### config.mk
export PLATFORM = sky130hd
export DESIGN_NAME = fir_coeff_loader
export DESIGN_NICKNAME = d
export VERILOG_FILES = /design/src/rtl/fir_coeff_loader.sv
export SDC_FILE = /design/constraint.sdc
export NUM_CORES = 1
export LEC_CHECK = 0
export CORE_MARGIN = 5
export CORE_UTILIZATION = 28
export CTS_BUF_LIST = sky130_fd_sc_hd__clkbuf_8
export DETAILED_ROUTE_END_ITERATION = 8
export PLACE_DENSITY = 0.53
export SLEW_MARGIN = 20
export SYNTH_ARGS = -nofsm -noshare
export SYNTH_HDL_FRONTEND = slang
export SYNTH_SLANG_ARGS = --single-unit
### constraint.sdc
create_clock -name clk -period 3.6 [get_ports clk]
set_input_delay 0.72 -clock clk [delete_from_list [all_inputs] [get_ports clk]]
set_output_delay 0.72 -clock clk [all_outputs]
set_load 0.02 [all_outputs]
### src/rtl/fir_coeff_loader.sv
// FIR coefficient loader: serial taps fill a shadow bank, which is
// copied atomically into the registered active bank when downstream allows.
module fir_coeff_loader #(
    parameter int BITWIDTH   = 16,
    parameter int N          = 16,
    parameter int INIT_UNITY = 0,
    parameter int CNTWIDTH   = 8
) (
    input  logic                    clk,
    input  logic                    resetn,
    input  logic                    s_valid,
    output logic                    s_ready,
    input  logic [BITWIDTH-1:0]     s_data,
    input  logic                    s_last,
    input  logic                    swap_en,
    output logic [N*BITWIDTH-1:0]   coeffs,
    output logic                    busy,
    output logic                    loaded,
    output logic                    err,
    output logic [CNTWIDTH-1:0]     load_count
);

    localparam int IW = (N > 1) ? $clog2(N) : 1;
    localparam logic [IW-1:0] LAST_IDX = IW'(N - 1);
    localparam logic [N*BITWIDTH-1:0] INIT_BANK =
        (INIT_UNITY != 0) ? {{(N*BITWIDTH-1){1'b0}}, 1'b1} : '0;

    typedef enum logic [1:0] {
        IDLE,
        LOAD,
        PEND
    } state_t;

    state_t                 state_q, state_d;
    logic [IW-1:0]          idx_q, idx_d;
    logic [BITWIDTH-1:0]    shadow_q [N];
    logic [BITWIDTH-1:0]    shadow_d [N];
    logic [N*BITWIDTH-1:0]  coeffs_q, coeffs_d;
    logic                   loaded_q, loaded_d;
    logic                   err_q, err_d;
    logic [CNTWIDTH-1:0]    cnt_q, cnt_d;
    logic                   accept;

    assign s_ready    = (state_q != PEND);
    assign busy       = (state_q != IDLE);
    assign accept     = s_valid && s_ready;
    assign coeffs     = coeffs_q;
    assign loaded     = loaded_q;
    assign err        = err_q;
    assign load_count = cnt_q;

    always_comb begin
        state_d  = state_q;
        idx_d    = idx_q;
        shadow_d = shadow_q;
        coeffs_d = coeffs_q;
        cnt_d    = cnt_q;
        loaded_d = 1'b0;
        err_d    = 1'b0;

        if (accept) begin
            shadow_d[idx_q] = s_data;
        end

        case (state_q)
            IDLE, LOAD: begin
                if (accept) begin
                    if (idx_q == LAST_IDX) begin
                        idx_d = '0;
                        if (s_last) begin
                            state_d = PEND;
                        end else begin
                            // Missing last: drop the set, stay ready.
                            err_d   = 1'b1;
                            state_d = IDLE;
                        end
                    end else if (s_last) begin
                        err_d   = 1'b1;
                        idx_d   = '0;
                        state_d = IDLE;
                    end else begin
                        idx_d   = idx_q + 1'b1;
                        state_d = LOAD;
                    end
                end
            end
            PEND: begin
                if (swap_en) begin
                    for (int i = 0; i < N; i++) begin
                        coeffs_d[i*BITWIDTH +: BITWIDTH] = shadow_q[i];
                    end
                    cnt_d    = cnt_q + 1'b1;
                    loaded_d = 1'b1;
                    idx_d    = '0;
                    state_d  = IDLE;
                end
            end
            default: begin
                idx_d   = '0;
                state_d = IDLE;
            end
        endcase
    end

    always_ff @(posedge clk) begin
        if (!resetn) begin
            state_q  <= IDLE;
            idx_q    <= '0;
            coeffs_q <= INIT_BANK;
            loaded_q <= 1'b0;
            err_q    <= 1'b0;
            cnt_q    <= '0;
        end else begin
            state_q  <= state_d;
            idx_q    <= idx_d;
            coeffs_q <= coeffs_d;
            loaded_q <= loaded_d;
            err_q    <= err_d;
            cnt_q    <= cnt_d;
        end
    end

    // Shadow contents are don't-care after reset, so no reset term.
    always_ff @(posedge clk) begin
        shadow_q <= shadow_d;
    end

endmodule

==> out/summary.txt <==
Max FO, Critical Path = 12
max cap viols = 0
Detail Placement HPWL = 31500 µm
CTS Hold Bufs = 0
Initial Utilization = 0.282
Worst path max stage delay = 0.66 ns
share of layout cells above drive strength 1 = 0.0948
Post-Syn Nets = 1509
Register Area = 13100 µm²
Vias/cell = 4.50
DR WL/cell = 19.4 µm
row count = 91
EDFF count, synth = 256
crit path max-delay cell type = clkdlybuf4s50_1
final setup fails = 0
multi-input logic area = 3780 µm²
WS Path Type = reg -> out
Die Footprint = 66900 µm²
DRC = 0
initial antenna violation count = 3
Layout Nets = 1842
initial DRC count = 770
Startpoint Class = register
Worst EP arrival = 2.32 ns
f_max = 329 MHz
core area = 61500 µm²
Post-Syn Area = 17300 µm²
Final min period = 3.04 ns
GRT Total Usage = 0.150
placed cells = 2514
Final Hold Vio Count = 0
Synth Instances = 1481
Setup TNS Final = 0 ns
Port Buffers = 288
Worst Skew = 0.0278 ns
register area share after synthesis = 0.759
worst r2r dst = shadow_q[252]
Tcrit/Tclk final = 0.846
CP endpoint = s_ready
htree depth = 3
Num CTS Buffers = 88
Unique masters post-synth = 33
Finished Core Util = 0.374
Power Dens Cells = 510 nW/µm²
CP Capture Type = output port
class of the worst hold path = reg -> reg
critical path required time = 2.88 ns
Max Slew Vio Count = 0
number of global-route vias before repair = 11900
commonest non-fill, non-tap cells in the layout = nand2_1, clkdlybuf4s50_1, dfxtp_1, a21oi_1, edfxtp_1
final setup margin = 0.556 ns
Total Wirelength = 51900 µm
global-route wire length before repair = 75400 µm
post-place setup slack = 0.752 ns
FILL cells = 5965
Bufs on Longest Clock Path = 3
Reg clk slew, reported paths = 0.06 ns
RSZ-0062 raised after global routing = false
most common cell after layout, fill and taps aside = nand2_1
Die W = 259 µm
Post-DRT Antenna Nets = 0
Worst Reg-to-Reg Cells = 4
worst hold slack = 0.453 ns
via count = 12100
FFs w/ async S/R, synth = 0
register bit total from synthesis = 528
CTS tree = yes
Die Ht = 259 µm
post-CTS setup buffer count = 0
relative slew slack = 0.372
worst slew pin tran = 0.938 ns
Peak VDD IR = 219 µV
synthesized area per cell = 11.7 µm²
synth warn = 0
largest net degree at the start of global routing = 114
boundary pin count = 289
post-cts resize count = 0
status = finished, final reports clean
Non-Filler Instances = 2681
CP Cell Sequence = nand2b_1, clkdlybuf4s50_1
worst reg-to-reg setup slack = 1.32 ns
routability cong. = 0.760
Clock Tree Root = clkbuf_8
total gr overflow = 0
DRT Pass-1 Iters = 5
LEAKAGE = 7.49 nW
clock sinks = 528
Post-synth top flop = dfxtp_1
Critical Path Source = state_q[1]
Reg2Reg Launch Point = state_q[0]
Worst-Skew Late Latency = 0.67 ns
synth-to-layout area growth = 32.9%
-- synthesized netlist by cell type (7+ instances only) --
master,number,share of area
nand3_1,8,0.0023
ha_1,7,0.0051
clkbuf_1,38,0.0082
buf_2,53,0.015
nor2_1,16,0.0035
o21ai_0,7,0.0020
nand2_1,517,0.11
a21oi_1,264,0.076
edfxtp_1,256,0.44
dfxtp_1,272,0.31
-- state kept, by name, indices dropped and copies added (netlist names) --
| name | flops |
|---|---|
| coeffs | 256 |
| err | 1 |
| idx_q | 4 |
| load_count | 8 |
| loaded | 1 |
| shadow_q | 256 |
| state_q | 2 |
-- where the power goes --
part / total, mW / internal (mW) / switching (mW)
Sequential: 6.32 / 6.31 / 0.00708
Clock: 5.18 / 2.81 / 2.37
Combinational: 0.232 / 0.0460 / 0.186
Total: 11.7 / 9.17 / 2.56
-- kinds of logic after synthesis --
logic type,share of synthesized area
AO/OA/AOI/OAI,0.0803
XOR/XNOR,0.00101
AND/OR/NAND/NOR,0.130
flip-flops,0.759
multiplexers,0.000578
buffers and inverters,0.0249
adder cells (fa/ha/maj),0.00506
-- critical path, delay by kind of cell, from the launching register on --
kind,cells,cell delay (ns)
buffers and inverters,1,0.66
DFF,1,0.57
and+or+nand+nor,1,0.42
-- layer usage --
| layer | up-vias | GRT usage | wire length (µm) |
|---|---|---|---|
| met2 | 362 | 0.248 | 25300 |
| met3 | 61 | 0.0388 | 3130 |
| li1 | 5715 | - | - |
| met4 | 0 | 0.0506 | 1080 |
| met1 | 5921 | 0.193 | 22400 |
| met5 | - | 0 | 0 |
-- through the flow --
stage                     total power [mW]  cell area [µm²]
after floorplan                       6.51            17300
after global placement                6.69            21200
after detailed placement              6.69            21200
after CTS                             11.9            23000
after global routing                  12.2            23000
final                                 11.7            23000
-- cell type report --
cell class / instances / share of cell area
sequential: 528 / 0.571
multi-input combinational: 856 / 0.164
timing repair buffer: 334 / 0.144
clock buffer: 106 / 0.0634
tap: 790 / 0.0430
clock inverter: 59 / 0.0129
inverter: 6 / 0.00131
antenna: 2 / 0.000218
-- worst min-delay path by stage --
| stage | startpoint | endpoint | slack [ns] | cells after the start |
|---|---|---|---|---|
| finish | coeffs[64] | coeffs[64] | 0.45 | 2 |
| global route | coeffs[43] | coeffs[43] | 0.47 | 2 |
| CTS | coeffs[64] | coeffs[64] | 0.45 | 2 |
| detailed placement | coeffs[64] | coeffs[64] | 0.45 | 2 |
| global placement | coeffs[19] | coeffs[19] | 0.45 | 2 |
| floorplan | shadow_q[240] | coeffs[0] | 0.47 | 2 |
(Power assumes the default switching activity.)
